File: src/rtl/asym_fifo_pkg.sv
// Shared types and sizing helpers for the asymmetric flush FIFO.
package asym_fifo_pkg;

    typedef enum logic [1:0] {
        IDLE  = 2'd0,
        FLUSH = 2'd1,
        DONE  = 2'd2
    } flush_st_t;

    function automatic int ratio(input int wr_w, input int rd_w);
        return rd_w / wr_w;
    endfunction

    function automatic int entries(input int depth_bits, input int wr_w);
        return depth_bits / wr_w;
    endfunction

    function automatic int ptr_w(input int n);
        return $clog2(n) + 1;
    endfunction

endpackage

File: src/rtl/asym_flush_fifo_if.sv
// Write-lane / read-word / flush handshake bundle for asym_flush_fifo.
// The level signal exists only when ASYM_FIFO_LEVEL_EN is defined.
interface asym_flush_fifo_if #(
    parameter int WR_W  = 4,
    parameter int RD_W  = 32,
    parameter int LVL_W = 6
);
    logic            wr;
    logic [WR_W-1:0] wr_data;
    logic            rd;
    logic [RD_W-1:0] rd_data;
    logic            vld_rd_data;
    logic            flush_req;
    logic            flush_done;
    logic            full;
    logic            empty;
    logic            wr_ovf;
`ifdef ASYM_FIFO_LEVEL_EN
    logic [LVL_W-1:0] level;
`endif

    modport master (
        output wr, wr_data, rd, flush_req,
`ifdef ASYM_FIFO_LEVEL_EN
        input  level,
`endif
        input  rd_data, vld_rd_data, flush_done, full, empty, wr_ovf
    );

    modport slave (
        input  wr, wr_data, rd, flush_req,
`ifdef ASYM_FIFO_LEVEL_EN
        output level,
`endif
        output rd_data, vld_rd_data, flush_done, full, empty, wr_ovf
    );
endinterface

File: src/rtl/asym_fifo_mem.sv
// N x WR_W storage: one write port, R combinational read lanes starting at rbase.
module asym_fifo_mem #(
    parameter int WR_W = 4,
    parameter int N    = 32,
    parameter int R    = 8,
    parameter int AW   = 5
) (
    input  logic              clk,
    input  logic              we,
    input  logic [AW-1:0]     waddr,
    input  logic [WR_W-1:0]   wdata,
    input  logic [AW-1:0]     rbase,
    output logic [R*WR_W-1:0] rlanes
);
    logic [WR_W-1:0] mem_q [N];

    always_ff @(posedge clk) begin
        if (we) mem_q[waddr] <= wdata;
    end

    // Address arithmetic wraps at AW bits, so a word spanning the end gathers modulo N.
    for (genvar i = 0; i < R; i++) begin : g_lane
        logic [AW-1:0] idx;
        assign idx = rbase + AW'(i);
        assign rlanes[i*WR_W +: WR_W] = mem_q[idx];
    end
endmodule

File: src/rtl/asym_flush_fifo.sv
// Narrow-write / wide-read FIFO with a flush that drains a partial final word.
// Optional ASYM_FIFO_LEVEL_EN adds a level output equal to the occupancy count.
module asym_flush_fifo
    import asym_fifo_pkg::*;
#(
    parameter int WR_W       = 4,
    parameter int RD_W       = 32,
    parameter int DEPTH_BITS = 128
) (
    input  logic               clk,
    input  logic               rst,
    asym_flush_fifo_if.slave   bus
);
    localparam int N  = entries(DEPTH_BITS, WR_W);
    localparam int R  = ratio(WR_W, RD_W);
    localparam int PW = ptr_w(N);
    localparam int AW = PW - 1;
    localparam logic [PW-1:0] R_P = PW'(R);
    localparam logic [PW-1:0] N_P = PW'(N);

    flush_st_t       st_q, st_d;
    logic [PW-1:0]   rd_ptr_q, rd_ptr_d;
    logic [PW-1:0]   wr_ptr_q, wr_ptr_d;
    logic [PW-1:0]   mark_q, mark_d;
    logic            wr_ovf_q, wr_ovf_d;
    logic [PW-1:0]   count, flush_left, rd_adv;
    logic            wr_acc, rd_acc;
    logic [RD_W-1:0] lanes;

    assign count      = wr_ptr_q - rd_ptr_q;
    assign flush_left = mark_q - rd_ptr_q;

    assign bus.full        = (count == N_P);
    assign bus.empty       = (count == '0);
    assign bus.vld_rd_data = (count >= R_P) || (st_q == FLUSH && flush_left != '0);
    assign bus.flush_done  = (st_q == DONE);
    assign bus.wr_ovf      = wr_ovf_q;
`ifdef ASYM_FIFO_LEVEL_EN
    assign bus.level       = count;
`endif

    // Only the final flushed word may be short; every other read takes R lanes.
    assign rd_adv = (st_q == FLUSH && flush_left < R_P) ? flush_left : R_P;
    assign wr_acc = bus.wr && !bus.full;
    assign rd_acc = bus.rd && bus.vld_rd_data;

    asym_fifo_mem #(
        .WR_W (WR_W),
        .N    (N),
        .R    (R),
        .AW   (AW)
    ) u_mem (
        .clk    (clk),
        .we     (wr_acc),
        .waddr  (wr_ptr_q[AW-1:0]),
        .wdata  (bus.wr_data),
        .rbase  (rd_ptr_q[AW-1:0]),
        .rlanes (lanes)
    );

    always_comb begin
        bus.rd_data = '0;
        for (int i = 0; i < R; i++) begin
            if (bus.vld_rd_data && PW'(i) < rd_adv)
                bus.rd_data[i*WR_W +: WR_W] = lanes[i*WR_W +: WR_W];
        end
    end

    always_comb begin
        st_d     = st_q;
        mark_d   = mark_q;
        rd_ptr_d = rd_acc ? rd_ptr_q + rd_adv : rd_ptr_q;
        wr_ptr_d = wr_acc ? wr_ptr_q + PW'(1) : wr_ptr_q;
        wr_ovf_d = bus.wr && bus.full;
        case (st_q)
            IDLE: begin
                // The mark includes a write accepted in the request cycle, nothing later.
                if (bus.flush_req) begin
                    mark_d = wr_ptr_d;
                    st_d   = (wr_ptr_d == rd_ptr_d) ? DONE : FLUSH;
                end
            end
            FLUSH:   if (rd_ptr_d == mark_q) st_d = DONE;
            DONE:    st_d = IDLE;
            default: st_d = IDLE;
        endcase
    end

    always_ff @(posedge clk) begin
        if (!rst) begin
            st_q     <= IDLE;
            rd_ptr_q <= '0;
            wr_ptr_q <= '0;
            mark_q   <= '0;
            wr_ovf_q <= 1'b0;
        end else begin
            st_q     <= st_d;
            rd_ptr_q <= rd_ptr_d;
            wr_ptr_q <= wr_ptr_d;
            mark_q   <= mark_d;
            wr_ovf_q <= wr_ovf_d;
        end
    end
endmodule

File: src/flat_wrapper.sv
// flat-port wrapper written by rule: the top's interface ports become plain ports
module asym_flush_fifo_flat import asym_fifo_pkg::*;
#(
    parameter int WR_W       = 4,
    parameter int RD_W       = 32,
    parameter int DEPTH_BITS = 128
)
  (clk, rst, bus_wr, bus_wr_data, bus_rd, bus_flush_req, bus_rd_data, bus_vld_rd_data, bus_flush_done, bus_full, bus_empty, bus_wr_ovf);
  asym_flush_fifo_if #(.WR_W(WR_W), .RD_W(RD_W)) bus_i ();
  input  logic clk;
  input  logic rst;
  input wire logic [$bits(bus_i.wr)-1:0] bus_wr;
  input wire logic [$bits(bus_i.wr_data)-1:0] bus_wr_data;
  input wire logic [$bits(bus_i.rd)-1:0] bus_rd;
  input wire logic [$bits(bus_i.flush_req)-1:0] bus_flush_req;
  output wire logic [$bits(bus_i.rd_data)-1:0] bus_rd_data;
  output wire logic [$bits(bus_i.vld_rd_data)-1:0] bus_vld_rd_data;
  output wire logic [$bits(bus_i.flush_done)-1:0] bus_flush_done;
  output wire logic [$bits(bus_i.full)-1:0] bus_full;
  output wire logic [$bits(bus_i.empty)-1:0] bus_empty;
  output wire logic [$bits(bus_i.wr_ovf)-1:0] bus_wr_ovf;
  assign bus_i.wr = bus_wr;
  assign bus_i.wr_data = bus_wr_data;
  assign bus_i.rd = bus_rd;
  assign bus_i.flush_req = bus_flush_req;
  assign bus_rd_data = bus_i.rd_data;
  assign bus_vld_rd_data = bus_i.vld_rd_data;
  assign bus_flush_done = bus_i.flush_done;
  assign bus_full = bus_i.full;
  assign bus_empty = bus_i.empty;
  assign bus_wr_ovf = bus_i.wr_ovf;
  asym_flush_fifo #(.WR_W(WR_W), .RD_W(RD_W), .DEPTH_BITS(DEPTH_BITS)) u_core (.clk(clk), .rst(rst), .bus(bus_i));
endmodule
File: config.mk
export PLATFORM = sky130hd
export DESIGN_NAME = asym_flush_fifo_flat
export DESIGN_NICKNAME = d
export VERILOG_FILES = /design/src/rtl/asym_fifo_pkg.sv /design/src/rtl/asym_flush_fifo_if.sv /design/src/rtl/asym_fifo_mem.sv /design/src/rtl/asym_flush_fifo.sv /design/src/flat_wrapper.sv
export SDC_FILE = /design/constraint.sdc
export NUM_CORES = 1
export LEC_CHECK = 0
export CAP_MARGIN = 15
export CORE_ASPECT_RATIO = 1.1
export CORE_MARGIN = 8
export CORE_UTILIZATION = 55
export DETAILED_ROUTE_END_ITERATION = 12
export GPL_ROUTABILITY_DRIVEN = 0
export PLACE_DENSITY = 0.76
export RECOVER_POWER = 100
export SLEW_MARGIN = 15
export SYNTH_ARGS = -nofsm -noshare
export SYNTH_HDL_FRONTEND = slang
export SYNTH_SLANG_ARGS = --single-unit
File: constraint.sdc
create_clock -name clk -period 4.05 [get_ports clk]
set_clock_uncertainty 0.05 [all_clocks]
set_input_delay 0.6075 -clock clk [delete_from_list [all_inputs] [get_ports clk]]
set_output_delay 0.6075 -clock clk [all_outputs]
set_load 0.02 [all_outputs]
==> results of run 1 <==
path summary, 6_finish.rpt:
| path | from | end | slack, ns | cells after the start |
|---|---|---|---|---|
| worst max-delay path | u_core.rd_ptr_q[0] | bus_rd_data[6] | 0.08 | 9 |
| worst min-delay path | u_core.mark_q[2] | u_core.mark_q[2] | 0.51 | 1 |
| worst min register to register | u_core.mark_q[2] | u_core.mark_q[2] | 0.51 | 1 |
| worst max register to register | u_core.rd_ptr_q[2] | u_core.st_q[0] | 0.20 | 17 |
final cells by class:
cell class | instances | area (um2)
timing repair buffer | 106 | 982.2
tap | 256 | 320.3
clock inverter | 14 | 125.1
sequential | 149 | 4277
multi-input combinational | 533 | 6900
inverter | 14 | 56.30
fill | 1419 | 7279
clock buffer | 18 | 429.2
cell usage after synthesis (2+ instances only):
cell type  instances  area (um2)
fa_1               2       40.04
nor2_1            74       277.8
a211oi_1           2       15.01
o31ai_1            2       15.01
buf_2              6       30.03
nand4_1            4       25.02
mux2i_1           30       300.3
xnor2_1           25       219.0
nor3b_1            2       15.01
buf_1             16       60.06
xnor2_2            3       48.80
xor2_1            19       166.4
a21oi_1           15       75.07
or3b_2             2       17.52
nand2b_1           4       25.02
nand2_1           43       161.4
dfxtp_1           21       420.4
nand3b_1           3       22.52
nor2b_1           16       100.1
nor3_1             4       20.02
inv_1             12       45.04
ha_1              26       325.3
or2_2              2       12.51
o21ai_2            2       17.52
a2111oi_2          2       30.03
a21o_1             3       22.52
and3_1             2       12.51
nand3_1            5       25.02
clkbuf_1          24       90.09
edfxtp_1         128        3844
mux4_2           192        4324
o221ai_1           2       17.52
and2_1             3       18.77
o211a_1            6       60.06
a21boi_0           2       15.01
o21ai_0            7       35.03
or3_1              3       18.77
maj3_1             2       20.02
registers in the layout, summed over array words and instances (netlist names):
register and flops:
u_core.rd_ptr_q 6, u_core.bus.wr_ovf 1, u_core.wr_ptr_q 6, u_core.u_mem.mem_q 128
u_core.st_q 2, u_core.mark_q 6
layer usage:
metal  track usage  vias up  part of all wire
met3       0.09552      113              0.13
met4        0.1279        0             0.049
met5             0        -                 0
met1        0.3297     4107              0.35
met2        0.4324      677              0.47
li1              -     3241                 -
stage by stage:
stage	setup WS, ns	cell area [um2]	TNS [ns]	total power (uW)	hold slack, ns
floorplan	0.01980	11280	0	4442	0.4685
global placement	0.1006	12290	0	6145	0.4904
detailed placement	-0.01024	12290	-0.01024	6229	0.5307
CTS	-0.05518	12990	-0.2057	7632	0.5431
global route	-0.01510	13090	-0.03815	8168	0.5309
finish	0.07729	13090	0	7858	0.5071
kinds of logic after synthesis:
group | after synthesis | share of synthesized area
mux | 224 | 0.4128
simple gates | 169 | 0.06832
flops | 149 | 0.3786
compound gates | 61 | 0.04455
buf+inv | 60 | 0.02066
xor+xnor | 48 | 0.04055
fa+ha+maj | 30 | 0.03421
other cells | 1 | 0.0003329
critical path, cell delays in order (launching register included):
cell	delay [ns]
dfxtp_4	0.39
buf_4	0.16
inv_1	0.09
ha_4	0.33
buf_6	0.20
mux4_2	0.57
mux4_2	0.50
mux2i_2	0.22
nor2_1	0.07
dlygate4sd2_1	0.34
what timing repair did:
item                                    in CTS  in global routing
resized for setup                           68                 31
buffers inserted                             1                  7
cloned                                       3                  0
pin swaps                                    2                  5
hold buffers                                 0                  0
endpoints found under the setup margin      33                 35
power by group through the flow:
stage                     sequential [uW]  clock, uW  combinational (uW)
after floorplan                      1850          0                2590
after global placement               1850          0                4300
after detailed placement             1860          0                4370
after CTS                            1830       1530                4280
after global routing                 1840       1590                4740
final                                1830       1530                4500
==> impl_results.md, run 1 <==
* Status: complete, but fails checks
* Failing checks: max-capacitance violations, max-slew violations
* CTS tree: done
* CP endpoint kind: output port
* Ant. Diodes at 0
* Post-Layout Cell Count at 1090
* Std cell rows at 55
* Post-layout nets at around 860
* Layout Utilization at 0.6426
* Synth warn at 0
* Register area share after synthesis at 0.3786
* Syn Nets at slightly below 800
* Kind of critical path: flip-flop to output port
* Clock-pin slew on the worst setup and hold paths at roughly 0.070 ns
* Initial DRC Count at ~1200
* Internal power at approximately 4600 uW
* Final worst path period share at 0.9809
* Cts bufs inserted at 17
* #FFs+latches synth at 149
* Detailed Route WL at roughly 34 mm
* Final HPWL DP at around 24 mm
* Clock power share at 0.194
* Core ar. at about 20000 um2
* Worst EP required at ~3.4 ns
* EDFF count, synth at between 100 and 150
* Relative slew margins at -0.1490
* H-tree levels at 4
* CTS sink cnt at roughly 150
* Gate power share at 0.573
* Switching power at about 3300 uW
* Via count at 8138
* Layout area overhead at 16.22%
* Async set or reset register ratio after synthesis at 0
* I/O pins at 46
* RSZ-0062 raised after global routing: yes
* CTS Root Buffer Type: clkbuf_16
* Syn Inst Count at approximately 740
* Vias in the first global route at roughly 8000
* Tot GR Track Use at 0.2721
* TritonRoute pass-1 iters at 5
* Worst Hold Class: flip-flop to flip-flop
* Clock latency on the worst-skew pair at 0.44 ns
* DRC viols at 0
* DIE AREA at between 20000 and 30000 um2
* Placed cell count at 1047
* Die Y-Extent at between 150 and 200 um
* Power Density at ~600 nW/um2
* Peak supply drop at 0.0003798 V
* Max-Cap Viols at 4
* Initial antenna violation count at 0
* Commonest non-fill, non-tap cell in the layout: mux4_2
* Final Hold Vio Count at 0
* Switching Share at 0.4183
* Yosys cell types at 64
* Die X at 152.4 um
* Startpoint Class: flip-flop
* Largest net degree at the start of global routing at 75
* Synthesized area at roughly 11000 um2
* Vias per cell at between 7 and 8
* Layout cells sized above 1 at 0.4185
* Longest Clk Path Bufs at 2
* Post-route ant nets at 0
* Leakage at 0.004307 uW
* Final-report setup violation count at 0
* Reg power frac at 0.233
* Crit path time final at 3.973 ns
* Crit path DAT at around 3.3 ns
* Critical path fanouts, max at 14
* WL/cell at between 30 and 40 um
* Port Buffer Count at 45
* Max Freq at about 250 MHz
* First-pass GRT wire length at between 50 and 60 mm
* Ys flop type: edfxtp_1
* Most frequent cells in the layout: mux4_2 (192), edfxtp_1 (128), nor2_1 (74)
* Max-slew violation total from the final report at 132
* Syn avg cell area at ~15 um2
* Remaining Overflow, GRT at 0
* Initial Util at 0.5529
* Worst slew pin tran at approximately 1.7 ns
(Power assumes the default switching activity.)
==> inputs of run 2 (changes only) <==
Settings changed: CORE_UTILIZATION 55 to 56, PLACE_DENSITY 0.76 to 0.77.
==> impl_results.md, run 2 (synthesis results as in run 1) <==
* Initial DRC Count at 1358
* Worst Hold Class: flip-flop to flip-flop
* Total power at about 8000 uW
* Layout area overhead at 17.45%
* Longest Clk Path Bufs at 2
* Max-Cap Viols at 4
* Internal power at ~4700 uW
* Worst path max stage delay at 0.51 ns
* Critical path fanouts, max at 10
* Remaining Overflow, GRT at 0
* Std cell rows at between 50 and 60
* Failing checks: max-capacitance violations, max-slew violations
* Startpoint Class: flip-flop
* PnR worst setup slack at 0.04718 ns
* Kind of critical path: flip-flop to output port
* Largest net degree at the start of global routing at 75
* Switching power at between 3000 and 4000 uW
* Cts bufs inserted at 17
* Max Freq at 249.8 MHz
* First-pass GRT wire length at between 50 and 60 mm
* Port Buffer Count at 45
* Leakage at 0.004394 uW
* H-tree levels at 4
* CTS sink cnt at roughly 150
* Vias in the first global route at around 8300
* Commonest non-fill, non-tap cell in the layout: mux4_2
* Clock latency on the worst-skew pair at around 0.43 ns
* Reg2reg path depth at 19
* I/O pins at 46
* Tot GR Track Use at 0.2828
* WL/cell at around 31 um
* Core ar. at roughly 20000 um2
* Most frequent cells in the layout: mux4_2 (192), edfxtp_1 (128), nor2_1 (74)
* Clock power share at 0.206
* CTS tree: done
* Fillers at 1297
* Reg power frac at 0.230
* Ant. Diodes at 0
* FF-to-FF setup slack at ~0.13 ns
* Detailed Route WL at about 34 mm
* Via count at between 8000 and 9000
* Final Hold Vio Count at 0
* Die Y-Extent at between 150 and 200 um
* R2R Path End: u_core.st_q[0]
* Gate power share at 0.564
* Relative slew margins at -0.1228
* Hold Crit Start: u_core.mark_q[5]
* Max-slew violation total from the final report at ~130
* Crit path max-delay cell type: mux4_2
* Final-report setup violation count at 0
* DRC viols at 0
* Worst EP required at roughly 3.4 ns
* Cell area after layout at 13230 um2
* Max reg flops at roughly 130
* Initial antenna violation count at 0
* Final HPWL DP at about 24 mm
* Vias per cell at between 7 and 8
* RR Startpoint: u_core.mark_q[0]
* DP Area at between 10000 and 15000 um2
* Critical path cell sequence: buf_4, inv_1, ha_4, buf_12, buf_4, mux4_2, mux4_2, mux2i_1, nor2_1, dlygate4sd2_1
* Post-layout nets at between 800 and 900
* Hold WS at 0.5230 ns
* Peak supply drop at between 0.0006 and 0.0007 V
* Worst slew pin tran at ~1.7 ns
* Post-route ant nets at 0
* Worst hold path endpoint: u_core.mark_q[5]
* Crit path time final at approximately 4.0 ns
* Status: complete, but fails checks
* CP endpoint kind: output port
* Hold Path Depth at 1
* Placement Setup Slack at -0.006797 ns
* Clock-pin slew on the worst setup and hold paths at ~0.06 ns
* CTS Root Buffer Type: clkbuf_16
* RSZ-0062 raised after global routing: yes
* CTS Hold Bufs at 0
* Crit path DAT at 3.35 ns
* Power Density at 602.4 nW/um2
* Layout cells sized above 1 at 0.4291
* DIE AREA at approximately 25000 um2
* Final worst path period share at 0.9884
* Critical path launch point: u_core.rd_ptr_q[0]
* Switching Share at 0.4093
* TritonRoute pass-1 iters at 5
* Die X at about 150 um
* Initial Util at 0.5690
* Most flops, register: u_core.u_mem.mem_q
## run 2: what timing repair did
item                                    CTS  global route
gates cloned                              2             0
setup buffers                             3             8
endpoints found under the setup margin   34            34
pin swaps                                 3            11
gates resized for setup                  70            47
## run 2: how the worst max path moves through the flow
stage | endpoint | cells after the start | slack (ns)
global placement | bus_rd_data[19] | 15 | 0.09
detailed placement | bus_rd_data[18] | 15 | -0.007
floorplan | u_core.st_q[0] | 17 | 0.02
finish | bus_rd_data[15] | 10 | 0.05
global route | bus_rd_data[18] | 13 | -0.06
CTS | bus_rd_data[11] | 15 | 0.006
## run 2: through the flow
| stage | TNS, ns | std cells | util |
|---|---|---|---|
| finish | 0 | 1098 | 0.6682 |
| global route | -0.3682 | 1098 | 0.6682 |
| CTS | 0 | 1090 | 0.6617 |
| detailed placement | -0.01297 | 1055 | 0.6258 |
| global placement | 0 | 1055 | 0.6258 |
| floorplan | 0 | 742 | - |
## run 2: cell type report
class                   instances  area (um2)  share of cell area
clock inverters                10       157.7             0.01192
multi-input cells             533        6945              0.5250
repair buffers                120        1041             0.07869
inverters                      14       58.81            0.004445
well taps                     252       315.3             0.02383
clock buffers                  20       436.7             0.03301
flip-flops and latches        149        4274              0.3231
## run 2: layer usage
| layer | share of wire | routed length (um) | vias to the layer above | global-route usage |
|---|---|---|---|---|
| met5 | 0 | 0 | - | 0 |
| met4 | 0.046 | 1556 | 0 | 0.1198 |
| met3 | 0.15 | 4986 | 137 | 0.09318 |
| met2 | 0.47 | 16090 | 683 | 0.4371 |
| met1 | 0.34 | 11490 | 4277 | 0.3610 |
| li1 | - | - | 3260 | - |
## run 2: critical path: cells and delay by family, from the launching register on
| kind | cells | cell delay [ns] |
|---|---|---|
| multiplexers | 3 | 1.03 |
| buffers and inverters | 5 | 0.99 |
| flip-flops | 1 | 0.39 |
| adder cells (fa/ha/maj) | 1 | 0.39 |
| AND/OR/NAND/NOR | 1 | 0.09 |
## run 2: power by group through the flow
stage	registers, uW	logic (uW)	clock network (uW)
6_report	1830	4500	1640
4_1_cts	1830	4280	1650
2_1_floorplan	1850	2590	0
5_1_grt	1840	4720	1710
3_5_place_dp	1860	4410	0
3_3_place_gp	1850	4350	0
